### src/rtl/if_fetch_queue.sv
// Instruction fetch stage: owns the fetch PC, talks to a variable-latency req/ack
// instruction memory and buffers {pc,instr} pairs in a small queue for ID.
module if_fetch_queue #(
  parameter int unsigned         ADDR_W   = 32,
  parameter int unsigned         INSTR_W  = 32,
  parameter logic [ADDR_W-1:0]   RESET_PC = {ADDR_W{1'b0}},
  parameter int unsigned         QDEPTH   = 4,
  parameter logic [INSTR_W-1:0]  NOP      = {INSTR_W{1'b0}}
) (
  input  logic               clk,
  input  logic               rst,
  input  logic               stall,
  input  logic               load_fwd_stall,
  input  logic               branch_taken,
  input  logic [ADDR_W-1:0]  branch_address,
  output logic               imem_req,
  output logic [ADDR_W-1:0]  imem_addr,
  input  logic               imem_ack,
  input  logic [INSTR_W-1:0] imem_rdata,
  output logic [INSTR_W-1:0] instruction,
  output logic [ADDR_W-1:0]  PC,
  output logic               valid
);

  localparam int unsigned     PTR_W   = (QDEPTH > 1) ? $clog2(QDEPTH) : 1;
  localparam int unsigned     CNT_W   = PTR_W + 1;
  localparam logic [CNT_W-1:0] DEPTH_C = CNT_W'(QDEPTH);

  typedef enum logic [1:0] {
    S_IDLE    = 2'd0,
    S_WAIT    = 2'd1,
    S_DISCARD = 2'd2
  } state_t;

  state_t              r_state, w_state_nxt;
  logic                r_req, w_req_nxt;
  logic [ADDR_W-1:0]   r_addr, w_addr_nxt;
  logic [ADDR_W-1:0]   r_fpc, w_fpc_nxt;
  logic [ADDR_W-1:0]   w_fpc_inc, w_target;
  logic [ADDR_W-1:0]   r_q_pc    [QDEPTH];
  logic [INSTR_W-1:0]  r_q_instr [QDEPTH];
  logic [PTR_W-1:0]    r_rd_ptr, r_wr_ptr;
  logic [CNT_W-1:0]    r_count, w_count_nxt;
  logic                w_push, w_pop, w_valid;

  assign w_fpc_inc = r_fpc + ADDR_W'(32'd4);
  assign w_target  = branch_address & {{(ADDR_W-2){1'b1}}, 2'b00};
  assign w_valid   = (r_count != {CNT_W{1'b0}});
  assign w_pop     = w_valid & ~stall & ~load_fwd_stall & ~branch_taken;
  // Only data for a request still in WAIT is kept; a redirect in the same cycle wins.
  assign w_push    = (r_state == S_WAIT) & imem_ack & ~branch_taken;

  always_comb begin
    w_count_nxt = r_count;
    if (branch_taken) begin
      w_count_nxt = {CNT_W{1'b0}};
    end else if (w_push && !w_pop) begin
      w_count_nxt = r_count + CNT_W'(1'b1);
    end else if (!w_push && w_pop) begin
      w_count_nxt = r_count - CNT_W'(1'b1);
    end else begin
      w_count_nxt = r_count;
    end
  end

  always_ff @(posedge clk or negedge rst) begin
    if (!rst) begin
      r_state <= S_IDLE;
      r_req   <= 1'b0;
      r_addr  <= RESET_PC;
      r_fpc   <= RESET_PC;
    end else begin
      r_state <= w_state_nxt;
      r_req   <= w_req_nxt;
      r_addr  <= w_addr_nxt;
      r_fpc   <= w_fpc_nxt;
    end
  end

  always_comb begin
    w_state_nxt = r_state;
    case (r_state)
      S_IDLE: begin
        if (branch_taken)           w_state_nxt = S_IDLE;
        else if (r_count < DEPTH_C) w_state_nxt = S_WAIT;
        else                        w_state_nxt = S_IDLE;
      end
      S_WAIT: begin
        if (branch_taken)  w_state_nxt = imem_ack ? S_WAIT : S_DISCARD;
        else if (imem_ack) w_state_nxt = (w_count_nxt < DEPTH_C) ? S_WAIT : S_IDLE;
        else               w_state_nxt = S_WAIT;
      end
      S_DISCARD: begin
        if (imem_ack) w_state_nxt = S_IDLE;
        else          w_state_nxt = S_DISCARD;
      end
      default: w_state_nxt = S_IDLE;
    endcase
  end

  // Next request/address/fetch-PC; at most one request is ever outstanding.
  always_comb begin
    w_req_nxt  = r_req;
    w_addr_nxt = r_addr;
    w_fpc_nxt  = r_fpc;
    case (r_state)
      S_IDLE: begin
        if (branch_taken) begin
          w_req_nxt = 1'b0;
          w_fpc_nxt = w_target;
        end else if (r_count < DEPTH_C) begin
          w_req_nxt  = 1'b1;
          w_addr_nxt = r_fpc;
        end else begin
          w_req_nxt = 1'b0;
        end
      end
      S_WAIT: begin
        if (branch_taken) begin
          w_fpc_nxt = w_target;
          w_req_nxt = 1'b1;
          if (imem_ack) w_addr_nxt = w_target;
          else          w_addr_nxt = r_addr;
        end else if (imem_ack) begin
          w_fpc_nxt = w_fpc_inc;
          if (w_count_nxt < DEPTH_C) begin
            w_req_nxt  = 1'b1;
            w_addr_nxt = w_fpc_inc;
          end else begin
            w_req_nxt = 1'b0;
          end
        end else begin
          w_req_nxt = 1'b1;
        end
      end
      S_DISCARD: begin
        if (branch_taken) w_fpc_nxt = w_target;
        else              w_fpc_nxt = r_fpc;
        if (imem_ack) w_req_nxt = 1'b0;
        else          w_req_nxt = 1'b1;
      end
      default: begin
        w_req_nxt = 1'b0;
      end
    endcase
  end

  always_ff @(posedge clk or negedge rst) begin
    if (!rst) begin
      r_rd_ptr <= {PTR_W{1'b0}};
      r_wr_ptr <= {PTR_W{1'b0}};
      r_count  <= {CNT_W{1'b0}};
    end else begin
      r_count <= w_count_nxt;
      if (branch_taken) begin
        r_rd_ptr <= r_wr_ptr;
      end else begin
        if (w_pop)  r_rd_ptr <= r_rd_ptr + PTR_W'(1'b1);
        if (w_push) r_wr_ptr <= r_wr_ptr + PTR_W'(1'b1);
      end
    end
  end

  // Queue payload needs no reset: it is only read when the count says it is live.
  always_ff @(posedge clk) begin
    if (w_push) begin
      r_q_pc[r_wr_ptr]    <= r_fpc;
      r_q_instr[r_wr_ptr] <= imem_rdata;
    end
  end

  assign imem_req    = r_req;
  assign imem_addr   = r_addr;
  assign valid       = w_valid;
  assign instruction = w_valid ? r_q_instr[r_rd_ptr] : NOP;
  assign PC          = w_valid ? (r_q_pc[r_rd_ptr] + ADDR_W'(32'd4)) : {ADDR_W{1'b0}};

endmodule

### config.mk
export PLATFORM = sky130hd
export DESIGN_NAME = if_fetch_queue
export DESIGN_NICKNAME = d
export VERILOG_FILES = /design/src/rtl/if_fetch_queue.sv
export SDC_FILE = /design/constraint.sdc
export NUM_CORES = 1
export LEC_CHECK = 0
export CORE_MARGIN = 4
export CORE_UTILIZATION = 30
export DETAILED_ROUTE_END_ITERATION = 16
export HOLD_SLACK_MARGIN = 0.02
export PLACE_DENSITY_LB_ADDON = 0.15
export SLEW_MARGIN = 20
export SYNTH_ARGS = -nofsm -noshare
export SYNTH_HDL_FRONTEND = slang
export SYNTH_SLANG_ARGS = --single-unit
export TNS_END_PERCENT = 5
### constraint.sdc
create_clock -name clk -period 5.4 [get_ports clk]
set_input_delay 1.08 -clock clk [delete_from_list [all_inputs] [get_ports clk]]
set_output_delay 1.08 -clock clk [all_outputs]
set_load 0.02 [all_outputs]
==> results_dict.tcl <==
set metrics [dict create \
    dr.first_iter.drc_count 571 \
    nNetsFinal 1293 \
    vias_per_cell 4.886 \
    status "complete, no violations" \
    async_flop_share_pct 22.42 \
    tightest_slew_ns 0.9785 \
    critical_path_required_ns 4.32 \
    synth_area_per_cell_um2 14.19 \
    clk_latency_ns 0.56 \
    dp_hpwl_um 25270 \
    final_area_um2 18520 \
    place_area_um2 17250 \
    hold_buffers 0 \
    ys_ff_latch 330 \
    cts_setup_buffers 0 \
    peakVddDrop_mv 0.3648 \
    ys_types 59 \
    period_minus_slack_ns 5.082 \
    std_cell_rows 81 \
    hold_class "in -> async" \
    grt_util_all_layers_pct 14.55 \
    synth-seq-area-share_pct 64.53 \
    die_area_um2 52890 \
    syn_nets 1121 \
    relSlewSlack_pct 34.52 \
    setup_viol 0 \
    leakage_uw 0.006287 \
    whs_ns 0.4966 \
    area_growth_pct 25.29 \
    numCtsBuffers 40 \
    ys.flop_type "edfxtp_1" \
    critical_path_class "reg -> out" \
    gp_congestion 0.8018 \
    die_h_um 230.0 \
    path_clk_slew_ns 0.06 \
    fmax_ghz 0.1968 \
    synth_warnings 0 \
    die_w_um 230.0 \
    grt_max_degree 42 \
    crit_arrival_ns 4.00 \
    vias 9332 \
    synth.largest_area_cell "edfxtp_1" \
    final_cell_mix "edfxtp_1, clkdlybuf4s50_1, nor2_1" \
    io_pins 168 \
    timing.final.crit_share_pct 94.10 \
    hold_viol 0 \
    rsz0062_at_grt "false" \
    clock_path_buffers 3 \
    maxSlewViolCount 0 \
    grt_overflow 0 \
    cts_tree "yes" \
    io_buffers 165 \
    cts_root_buffer "clkbuf_16" \
    yosys.area.top_type_share_pct 52.01 \
    power-per-cell-area_nw_per_um2 494.5 \
    grt_pass1_vias 9555 \
    ant_nets 0 \
    synth_area_leaders "edfxtp_1, dfrtp_1, mux4_2" \
    cp_max_fo 28 \
    wire_per_inst_um 20.25 \
    wirelength_um 38680 \
    clock-sinks 330 \
    cts_resized 0 \
    r2r_start "r_state[0]" \
    synth_area_um2 14780 \
    final_common_cell "edfxtp_1" \
    grt_antenna_before_repair 0 \
    tns_ns 0 \
    startpoint_type "flip-flop" \
    fin_skew_ns 0.01862 \
    final_layout_size_suffix_gt1_share_pct 15.97 \
    startpoint "r_rd_ptr[0]" \
    drt_pass1_iterations 6 \
    drc 0 \
    synth-edff-count 256 \
    htreeDepth 2 \
    max_cap_viol_count 0 \
    coreArea_um2 48850 \
    initial_core_util_pct 30.26 \
    synthCells 1042 \
    grt_first_pass_wirelength_um 59710 \
    cp-end-kind "primary output" \
    diodes 0 \
]
logic make-up after synthesis:
kind of cell             after synthesis  share of synthesized area (%)
flip-flops                           330                          64.53
AO/OA/AOI/OAI                        163                          6.628
XOR/XNOR                              35                          2.074
multiplexers                         110                          13.10
adder cells (fa/ha/maj)                9                         0.7618
AND/OR/NAND/NOR                      314                          10.65
buffers and inverters                 81                          2.252
Yosys cell counts (all sizes together), types with 2 or more instances:
library cell,number
xnor2,14
buf,15
mux2i,21
xor2,21
nand4,23
inv,20
nor2,82
a21oi,55
nand3,34
nor4,11
dfrtp,74
o21ai,41
nand2,74
a22oi,11
edfxtp,256
a31oi,5
a31o,2
mux2,25
or2,5
and2,51
or3,7
a311oi,2
o221a,2
a21boi,2
o2111ai,2
o22ai,23
nor2b,3
ha,9
and3,7
and4,2
o21a,3
clkbuf,46
nor3,11
o31ai,2
o22a,5
mux4,64
report_power, final:
group          switching, uW  total, uW  internal [uW]  leakage (uW)
sequential               399       3510           3110       0.00318
combinational           1650       3100           1450       0.00249
clock                   1050       2550           1490      0.000622
total                   3100       9160           6050       0.00629
final timing paths:
kind	endpoint	depth (start not counted)	slack, ns
max	PC[27]	7	0.32
min	imem_addr[13]	1	0.50
max reg2reg	r_q_pc[2][13]	6	2.28
min in group clk	imem_addr[31]	1	0.50
max in group asynchronous	r_count[0]	2	3.97
min reg2reg	imem_addr[31]	1	0.50
through the flow:
step | total power [uW] | worst slack (ns) | std cells | util [%]
2_1_floorplan | 5376 | 1.309 | 1042 | -
3_3_place_gp | 6703 | 0.7472 | 1836 | 35.32
3_5_place_dp | 6720 | 0.7430 | 1836 | 35.32
4_1_cts | 9335 | 0.1300 | 1910 | 37.90
5_1_grt | 9692 | 0.04836 | 1910 | 37.91
6_report | 9159 | 0.3184 | 1910 | 37.91
worst max-delay path, stage by stage, from the launching register on:
cell,delay (ns)
dfrtp_4,0.81
mux4_1,0.49
nand4_4,0.21
or4b_4,0.64
nor4_2,0.29
xnor2_1,0.10
nor2_1,0.23
clkdlybuf4s50_1,0.66
registers in the layout (all words and copies together), names as in the netlist:
signal / cells
imem_addr: 32
imem_req: 1
r_count: 3
r_fpc: 32
r_q_instr: 128
r_q_pc: 128
r_rd_ptr: 2
r_state: 2
r_wr_ptr: 2
per-layer routing:
layer,share of wire (%),up-vias,track usage (%)
met1,48,4679,21.42
met3,5.9,42,3.271
met5,0,-,0
met4,1.5,0,3.346
met2,45,270,22.06
li1,-,4341,-
layout make-up:
type                    instances  area (um2)
clock buffers                  55        1107
clock inverters                19       151.4
fillers                      4728       30330
inverters                      20       75.07
multi-input cells             631        4942
flip-flops and latches        330        9544
well taps                     664       830.8
repair buffers                191        1869
No activity file was read; power rests on OpenSTA's default activity.
